File: src/rtl/dma_priority_resolver_pkg.sv
// Shared types and constants for the DMA request priority resolver.
package DMA_Pkg;

    localparam int NUM_CHANNELS = 4;

    typedef logic [1:0] chan_id_t;

    typedef enum logic [1:0] {
        ST_IDLE    = 2'd0,
        ST_OFFER   = 2'd1,
        ST_SERVICE = 2'd2
    } res_state_t;

    // Last = 3 makes channel 0 the first one looked at after reset.
    localparam chan_id_t LAST_RESET = 2'd3;

endpackage

File: src/rtl/dma_rotate_pri_enc.sv
// Priority encoder over the effective request vector. Search order is
// Last+1, Last+2, Last+3, Last (mod 4); fixed priority is the same search
// anchored at Last = 3, which yields 0,1,2,3.
import DMA_Pkg::*;

module dma_rotate_pri_enc (
    input  logic [NUM_CHANNELS-1:0] i_eff,
    input  chan_id_t                i_last,
    input  logic                    i_rotating,
    output chan_id_t                o_winner,
    output logic                    o_any
);

    chan_id_t w_base;
    chan_id_t w_idx;

    assign w_base = i_rotating ? i_last : LAST_RESET;

    // Scan from lowest to highest priority so the highest-priority hit is written last.
    always_comb begin
        o_winner = '0;
        o_any    = 1'b0;
        w_idx    = '0;
        for (int i = NUM_CHANNELS; i >= 1; i--) begin
            w_idx = w_base + chan_id_t'(i);
            if (i_eff[w_idx]) begin
                o_winner = w_idx;
                o_any    = 1'b1;
            end
        end
    end

endmodule

File: src/rtl/dma_priority_resolver.sv
// DMA request priority resolver: synchronizes device requests, merges
// masks and software requests, and offers one channel at a time to the
// timing control through an IDLE/OFFER/SERVICE handshake.
import DMA_Pkg::*;

module dma_priority_resolver (
    input  logic                    CLK,
    input  logic                    RESET_N,
    input  logic [NUM_CHANNELS-1:0] DREQ,
    input  logic                    DREQSense,
    input  logic                    RotatingPri,
    input  logic                    ControllerDisable,
    input  logic [NUM_CHANNELS-1:0] MaskBits,
    input  logic [NUM_CHANNELS-1:0] SwReq,
    input  logic                    MasterClear,
    input  logic                    Ack,
    input  logic                    ServiceDone,
    output logic                    ValidReqID,
    output logic [1:0]              ReqID,
    output logic [NUM_CHANNELS-1:0] ReqStatus
);

    logic [NUM_CHANNELS-1:0] w_norm;
    logic [NUM_CHANNELS-1:0] w_eff;
    logic [NUM_CHANNELS-1:0] r_sync1;
    logic [NUM_CHANNELS-1:0] r_sync2;
    res_state_t              r_state;
    res_state_t              w_next_state;
    chan_id_t                r_req_id;
    chan_id_t                r_last;
    chan_id_t                w_winner;
    logic                    w_any;
    logic                    w_grant;

    // Normalise polarity before synchronizing so the sync flops reset to "inactive".
    assign w_norm    = DREQ ^ {NUM_CHANNELS{DREQSense}};
    // Software requests bypass the mask.
    assign w_eff     = (r_sync2 & ~MaskBits) | SwReq;
    assign ReqStatus = r_sync2 | SwReq;
    assign ReqID     = r_req_id;
    assign w_grant   = (r_state == ST_IDLE) && !ControllerDisable && w_any;

    dma_rotate_pri_enc u_pri_enc (
        .i_eff      (w_eff),
        .i_last     (r_last),
        .i_rotating (RotatingPri),
        .o_winner   (w_winner),
        .o_any      (w_any)
    );

    // Two-flop synchronizer per channel for the asynchronous DREQ pins.
    always_ff @(posedge CLK or negedge RESET_N) begin
        if (!RESET_N) begin
            r_sync1 <= '0;
            r_sync2 <= '0;
        end else if (MasterClear) begin
            r_sync1 <= '0;
            r_sync2 <= '0;
        end else begin
            r_sync1 <= w_norm;
            r_sync2 <= r_sync1;
        end
    end

    // Resolver state register.
    always_ff @(posedge CLK or negedge RESET_N) begin
        if (!RESET_N) begin
            r_state <= ST_IDLE;
        end else if (MasterClear) begin
            r_state <= ST_IDLE;
        end else begin
            r_state <= w_next_state;
        end
    end

    // Next-state logic; Ack wins over a request withdrawn in the same cycle.
    always_comb begin
        w_next_state = r_state;
        case (r_state)
            ST_IDLE: begin
                if (w_grant) begin
                    w_next_state = ST_OFFER;
                end
            end
            ST_OFFER: begin
                if (Ack) begin
                    w_next_state = ST_SERVICE;
                end else if (!w_eff[r_req_id]) begin
                    w_next_state = ST_IDLE;
                end
            end
            ST_SERVICE: begin
                if (ServiceDone) begin
                    w_next_state = ST_IDLE;
                end
            end
            default: w_next_state = ST_IDLE;
        endcase
    end

    // Offer is visible to timing control only while in OFFER.
    always_comb begin
        ValidReqID = (r_state == ST_OFFER);
    end

    // Capture the winner only when leaving IDLE; it is frozen through OFFER and SERVICE.
    always_ff @(posedge CLK or negedge RESET_N) begin
        if (!RESET_N) begin
            r_req_id <= '0;
        end else if (MasterClear) begin
            r_req_id <= '0;
        end else if (w_grant) begin
            r_req_id <= w_winner;
        end
    end

    // Rotation pointer advances to the serviced channel at end of service.
    always_ff @(posedge CLK or negedge RESET_N) begin
        if (!RESET_N) begin
            r_last <= LAST_RESET;
        end else if (MasterClear) begin
            r_last <= LAST_RESET;
        end else if ((r_state == ST_SERVICE) && ServiceDone && RotatingPri) begin
            r_last <= r_req_id;
        end
    end

endmodule

File: config.mk
export PLATFORM = sky130hd
export DESIGN_NAME = dma_priority_resolver
export DESIGN_NICKNAME = d
export VERILOG_FILES = /design/src/rtl/dma_priority_resolver_pkg.sv /design/src/rtl/dma_rotate_pri_enc.sv /design/src/rtl/dma_priority_resolver.sv
export SDC_FILE = /design/constraint.sdc
export NUM_CORES = 1
export LEC_CHECK = 0
export ABC_AREA = 1
export BUFFER_PORTS_ARGS = -buffer_cell sky130_fd_sc_hd__clkbuf_2
export CAP_MARGIN = 20
export CORE_UTILIZATION = 40
export CTS_BUF_LIST = sky130_fd_sc_hd__clkbuf_4 sky130_fd_sc_hd__clkbuf_8
export DETAILED_ROUTE_END_ITERATION = 7
export HOLD_SLACK_MARGIN = 0.15
export PLACE_DENSITY_LB_ADDON = 0.3
export SETUP_SLACK_MARGIN = 0.05
export SLEW_MARGIN = 20
export SYNTH_ARGS = -nofsm -noshare
export SYNTH_HDL_FRONTEND = slang
export SYNTH_SLANG_ARGS = --single-unit
File: constraint.sdc
create_clock -name CLK -period 1.4 [get_ports CLK]
set_clock_uncertainty 0.15 [all_clocks]
set_input_delay 0.14 -clock CLK [delete_from_list [all_inputs] [get_ports CLK]]
set_output_delay 0.14 -clock CLK [all_outputs]
set_load 0.02 [all_outputs]
==> results of run 1 <==
[timing repair]
action | in CTS | in global routing
hold buffers | 12 | 0
gates resized for setup | 17 | 24
hold endpoints to repair | 28 | 0
buffers inserted | 2 | 1
pin swaps | 2 | 12
setup endpoints to repair | 7 | 8
[synthesized netlist by cell type]
cell,count,area (um^2)
nor2_2,2,12.5
nand2_1,41,154
nor2_4,1,11.3
clkbuf_1,2,7.51
nand3_1,12,60.1
dfrtp_1,12,300
a21oi_1,1,5.00
nand3_2,2,20.0
nand4_1,1,6.26
o2111ai_1,1,8.76
nand2_2,4,25.0
or2_2,3,18.8
xnor2_1,4,35.0
nor2_1,15,56.3
inv_2,2,7.51
inv_1,20,75.1
dfstp_2,2,52.6
o21ai_0,7,35.0
o21ai_1,1,5.00
[routing by layer]
metal,vias up,share of wire
li1,506,-
met1,455,0.40
met2,39,0.51
met3,16,0.039
met4,0,0.051
met5,-,0
[final cells by class]
cell class / count / share of cell area
multi-input combinational: 95 / 0.394
clock buffer: 4 / 0.0255
inverter: 22 / 0.0598
sequential: 14 / 0.248
timing repair buffer: 47 / 0.249
tap: 27 / 0.0237
[power by group]
part	switching, uW	internal (uW)
clock network	128	158
logic	256	204
registers	32.5	443
[final timing paths]
path | end | slack (ps) | cells after the start
worst max register to register | ReqID[1] | -210 | 10
worst min-delay path | r_state[0] | 300 | 7
min in group asynchronous | r_sync1[2] | 680 | 3
worst min register to register | r_sync2[0] | 320 | 2
max in group asynchronous | r_last[0] | 120 | 3
worst max-delay path | ReqID[1] | -210 | 10
[cells in the final DEF (no fill, tap or decap), drive strengths merged]
cell type     n
a21oi         1
o2111ai       1
o21ai         8
nor2         18
dfstp         2
xnor2         4
nand2        45
buf          13
inv          22
nand4         1
dlygate4sd3  12
nand3        14
or2           3
dfrtp        12
clkbuf       26
[metrics by stage]
stage / cell area [um^2] / instances / setup TNS [ps] / total power [uW] / hold slack, ps
finish: 1420 / 209 / -545 / 1220 / 296
global route: 1420 / 209 / -777 / 1300 / 315
CTS: 1330 / 208 / -403 / 1160 / 245
detailed placement: 1100 / 190 / -455 / 808 / -86.7
global placement: 1100 / 190 / -336 / 798 / -88.0
floorplan: 903 / 133 / -64.4 / 687 / -306
[cells by family (layout without fill, tap and decap cells)]
kind of cell,Yosys count,in the layout,share of synthesized area
buf+inv,24,73,0.101
xor+xnor,4,4,0.0391
simple gates,81,81,0.406
flops,14,14,0.394
compound gates,10,10,0.0600
[worst min-delay path, stage by stage]
cell	delay [ps]
clkbuf_2	90
inv_1	40
nand2_1	110
inv_1	90
o21ai_0	80
o2111ai_1	90
o21ai_2	60
[registers in the layout, indices dropped and copies added (netlist names)]
signal   cells
ReqID        2
r_last       2
r_state      2
r_sync1      4
r_sync2      4
==> results.yml, run 1 <==
clocking:
  clk_latency_ps: 270
  cts_max_level: 1
  clock_path_buffers: 2
  clkTransAtPathRegs_ps: 90
  cts_buffers: 3
  clock-sinks: 14
  cts-root-buf: "clkbuf_4"
  cts_tree: "built"
final_layout:
  multiInputGateArea_um2: 561
  nets: 203
  fill_cells: 173
  areaGrowthSynthToFinish_pct: 58.8
  drive_gt1_frac: 0.412
  regArea_um2: 353
  fin_util: 0.697
  diodes: 0
drt:
  first_pass_iters: 4
  vias_per_cell: 4.86
  vias: 1016
  drc_errors: 0
  drt_iter0_drc: 29
  totalWireLength_um: 2470
  ant_nets: 0
  routedWlPerCell_um: 11.8
setup_path:
  slowest_stage: "dfstp_2"
  critPathCaptureType: "register"
  critPathKind: "register to register"
  crit_top_cell: "nand2_2"
  crit_chain: "inv_4 -> nand2_8 -> nand3_4 -> nand2_4 -> nor2_2 -> nand2_2 -> nand2_2 -> nor2_4 -> nand3_2 -> nand2_1"
  crit_path_start: "r_last[0]"
  worstPathRequired_ps: 1470
  start_kind: "register"
  slowest_delay_ps: 610
  r2r_start: "r_last[0]"
  cp.arrival_ps: 1680
  cp_top_family: "simple AND/OR/NAND/NOR gates"
  crit_fanout: 5
  crit_buf_inv: 1
die:
  io_pins: 27
  die-area_um2: 2430
  design.core.area_um2: 2040
  rows: 16
  die_height_um: 49.3
  initial_core_util: 0.439
  die_w_um: 49.3
synthesis:
  yosysWarnings: 0
  avgSynthCellArea_um2: 6.74
  syn_nets: 153
  postSynthCellCount: 133
  synth.distinct_cells: 19
  syn_area_um2: 896
  ys_seq_area_frac: 0.394
  ys_seq_elements: 14
global_route:
  grt_pass1_vias: 956
  grt_max_degree: 15
  grt_overflow_total: 0
  busiest_layer: "met2"
  met2_usage: 0.397
  antenna_found_initial: 0
  grtUsageMet1: 0.246
  grt_pass1_wl_um: 4020
  grt_use_total: 0.224
  met3_usage: 0.0343
sta:
  maxSlewHeadroom: 0.755
  layout_min_cycle_time_ps: 1610
  period_share: 1.15
  hold_viol: 0
  setup_ws_ps: -210
  setup_viol: 3
  drv_slew: 0
  grt_setup_unrepaired: "yes"
  clock.fmax_ghz: 0.621
  worst_slew_pin_slew_ps: 367
power_and_ir_drop:
  power.density_nw_per_um2: 859
  ir_drop_v: 0.000688
  power_leakage_uw: 0.000747
run:
  maxCapViolCount: 0
placement:
  place_ws_ps: -191
  dpl.hpwl_um: 1610
  gp_congestion: 0.855
  io_buffers: 26
hold_path:
  min_path_type: "primary input to register"
  worstHoldStart: "SwReq[0]"
outcome:
  outcome: "complete, but fails checks"
  violations: "setup timing"
No activity file was read; power rests on OpenSTA's default activity.
==> run 2, diff against run 1 <==
Settings changed: ABC_AREA 1 to not set.
==> results.yml, run 2 <==
sta:
  drv_slew: 0
  layout_min_cycle_time_ps: 1660
  tns_ps: -1010
  hold_ws_ps: 124
  setup_viol: 8
  clock.fmax_ghz: 0.602
  grt_setup_unrepaired: "yes"
  worst_slew_pin_slew_ps: 323
  setup_ws_ps: -260
  maxSlewHeadroom: 0.785
  hold_viol: 0
  period_share: 1.19
placement:
  dpl.hpwl_um: 1470
  place_ws_ps: -225
  gp_congestion: 0.822
  io_buffers: 26
setup_path:
  worstPathRequired_ps: 1470
  cp_top_family: "multiplexers"
  critPathKind: "register to register"
  start_kind: "register"
  slowest_delay_ps: 470
  critPathCaptureType: "register"
  crit_chain: "a21oi_2 -> mux4_2 -> or3b_4 -> a21oi_2"
  crit_fanout: 2
  cp.arrival_ps: 1730
  crit_buf_inv: 0
  slowest_stage: "mux4_2"
  crit_top_cell: "a21oi_2"
clocking:
  clock_path_buffers: 2
  cts_max_level: 1
  ctsHoldBuffers: 10
  clkTransAtPathRegs_ps: 90
  clock-sinks: 14
  cts-root-buf: "clkbuf_4"
  cts_tree: "built"
  clk_latency_ps: 280
  cts_buffers: 3
synthesis:
  synth_most_common_cell: "dfrtp_1"
  synth_flop_cell: "dfrtp_1"
  yosysWarnings: 0
  ys_seq_area_frac: 0.441
  async_reset_ff_frac: 1.00
  synth_edf_count: 0
  synthDominantCellAreaShare: 0.375
  syn_area_um2: 801
  synth.distinct_cells: 30
  avgSynthCellArea_um2: 10.0
  synthTopCellsByArea: "dfrtp_1 (38%), dfstp_2 (6.6%), nor2b_1 (4.7%)"
  yosysTopAreaCell: "dfrtp_1"
  postSynthCellCount: 80
  ys_seq_elements: 14
  syn_nets: 100
  synthTopCellsByCount: "dfrtp_1 (12), nor2_1 (8), inv_1 (7)"
power_and_ir_drop:
  seqPwrFrac: 0.420
  ir_drop_v: 0.000611
  power.density_nw_per_um2: 743
  pwr-share-clk: 0.286
  swShare: 0.280
  p_comb_frac: 0.293
  power_leakage_uw: 0.000676
  switchingPower_uw: 293
  internal-power_uw: 752
final_layout:
  drive_gt1_frac: 0.576
  final_cell_mix: "clkbuf_2 (20), buf_4 (16), dfrtp_1 (11)"
  diodes: 0
  nets: 160
  final_common_cell: "clkbuf_2"
  areaGrowthSynthToFinish_pct: 75.6
  top_regs: "r_sync1 x4, r_sync2 x4"
global_route:
  antenna_found_initial: 0
  grt_pass1_vias: 826
  grt_overflow_total: 0
  grt_use_total: 0.237
  grt_pass1_wl_um: 3480
  grt_max_degree: 16
die:
  rows: 15
  design.core.area_um2: 1800
  die_w_um: 46.7
  initial_core_util: 0.444
  die-area_um2: 2180
  die_height_um: 46.7
  io_pins: 27
drt:
  totalWireLength_um: 2460
  drc_errors: 0
  first_pass_iters: 4
  vias_per_cell: 5.16
  vias: 846
  routedWlPerCell_um: 15.0
  ant_nets: 0
  drt_iter0_drc: 16
hold_path:
  min_path_type: "primary input to register"
outcome:
  violations: "setup timing"
  outcome: "complete, but fails checks"
run:
  maxCapViolCount: 0
## run 2: cell types whose count changed after synthesis, moves of 3 or more
cell	delta
nand2_1	-38
a21oi_2	+4
o21ai_0	-7
nand2_2	-4
nand3_1	-12
nor2b_1	+6
mux2i_1	+3
inv_1	-13
nor2_1	-7
a21oi_1	+3
## run 2: timing repair
| item | 4_1_cts | 5_1_grt |
|---|---|---|
| resized for setup | 15 | 19 |
| setup endpoints to repair | 8 | 12 |
| pin swaps | 5 | 5 |
| endpoints found under the hold margin | 27 | 2 |
| setup buffers | 3 | 3 |
## run 2: through the flow
stage          power, uW  instances  instance area (um^2)   util
2_1_floorplan        558         80                   830      -
3_5_place_dp         664        145                  1100  0.613
5_1_grt             1090        164                  1410  0.781
3_3_place_gp         657        145                  1100  0.613
4_1_cts             1010        162                  1330  0.738
6_report            1040        164                  1410  0.781
## run 2: layout make-up
type	count	area [um^2]
fill	121	395
clock buffer	4	36.3
multi-input combinational	56	509
tap	25	31.3
timing repair buffer	57	445
sequential	14	354
inverter	8	30.0
## run 2: tightest hold or removal path, delay by kind of cell
family	cells	cell delay (ps)
buffers and inverters	1	70
AND/OR/NAND/NOR	2	180
AO/OA/AOI/OAI	2	120
## run 2: kinds of logic (layout without fill, tap and decap cells)
logic type,count (synthesis),count (layout),synth area share
and+or+nand+nor,27,27,0.188
buffers and inverters,10,69,0.0469
DFF,14,14,0.441
AOI/OAI and AO/OA,18,18,0.177
xor gates and xnor gates,5,5,0.0547
muxes,6,6,0.0937
## run 2: power groups by stage
stage / Combinational, uW / Sequential [uW] / Clock (uW)
after floorplan: 111 / 447 / 0
after global routing: 328 / 441 / 319
final: 306 / 439 / 299
after CTS: 267 / 438 / 306
after detailed placement: 219 / 445 / 0
after global placement: 214 / 444 / 0
## run 2: path summary, 6_finish.rpt
check / start / end / slack, ps / depth (start not counted)
worst min-delay path: ControllerDisable / ReqID[0] / 120 / 5
min in group asynchronous: RESET_N / r_sync2[3] / 670 / 3
worst min register to register: r_sync1[1] / r_sync2[1] / 320 / 1
worst max-delay path: r_sync2[0] / r_state[0] / -260 / 4
max in group asynchronous: RESET_N / r_last[1] / 140 / 3
worst max register to register: r_sync2[0] / r_state[0] / -260 / 4
## run 2: routing by layer
metal,GRT usage,part of all wire
met1,0.268,0.40
met2,0.431,0.53
met4,0.0686,0.029
met3,0.0692,0.038
met5,0,0
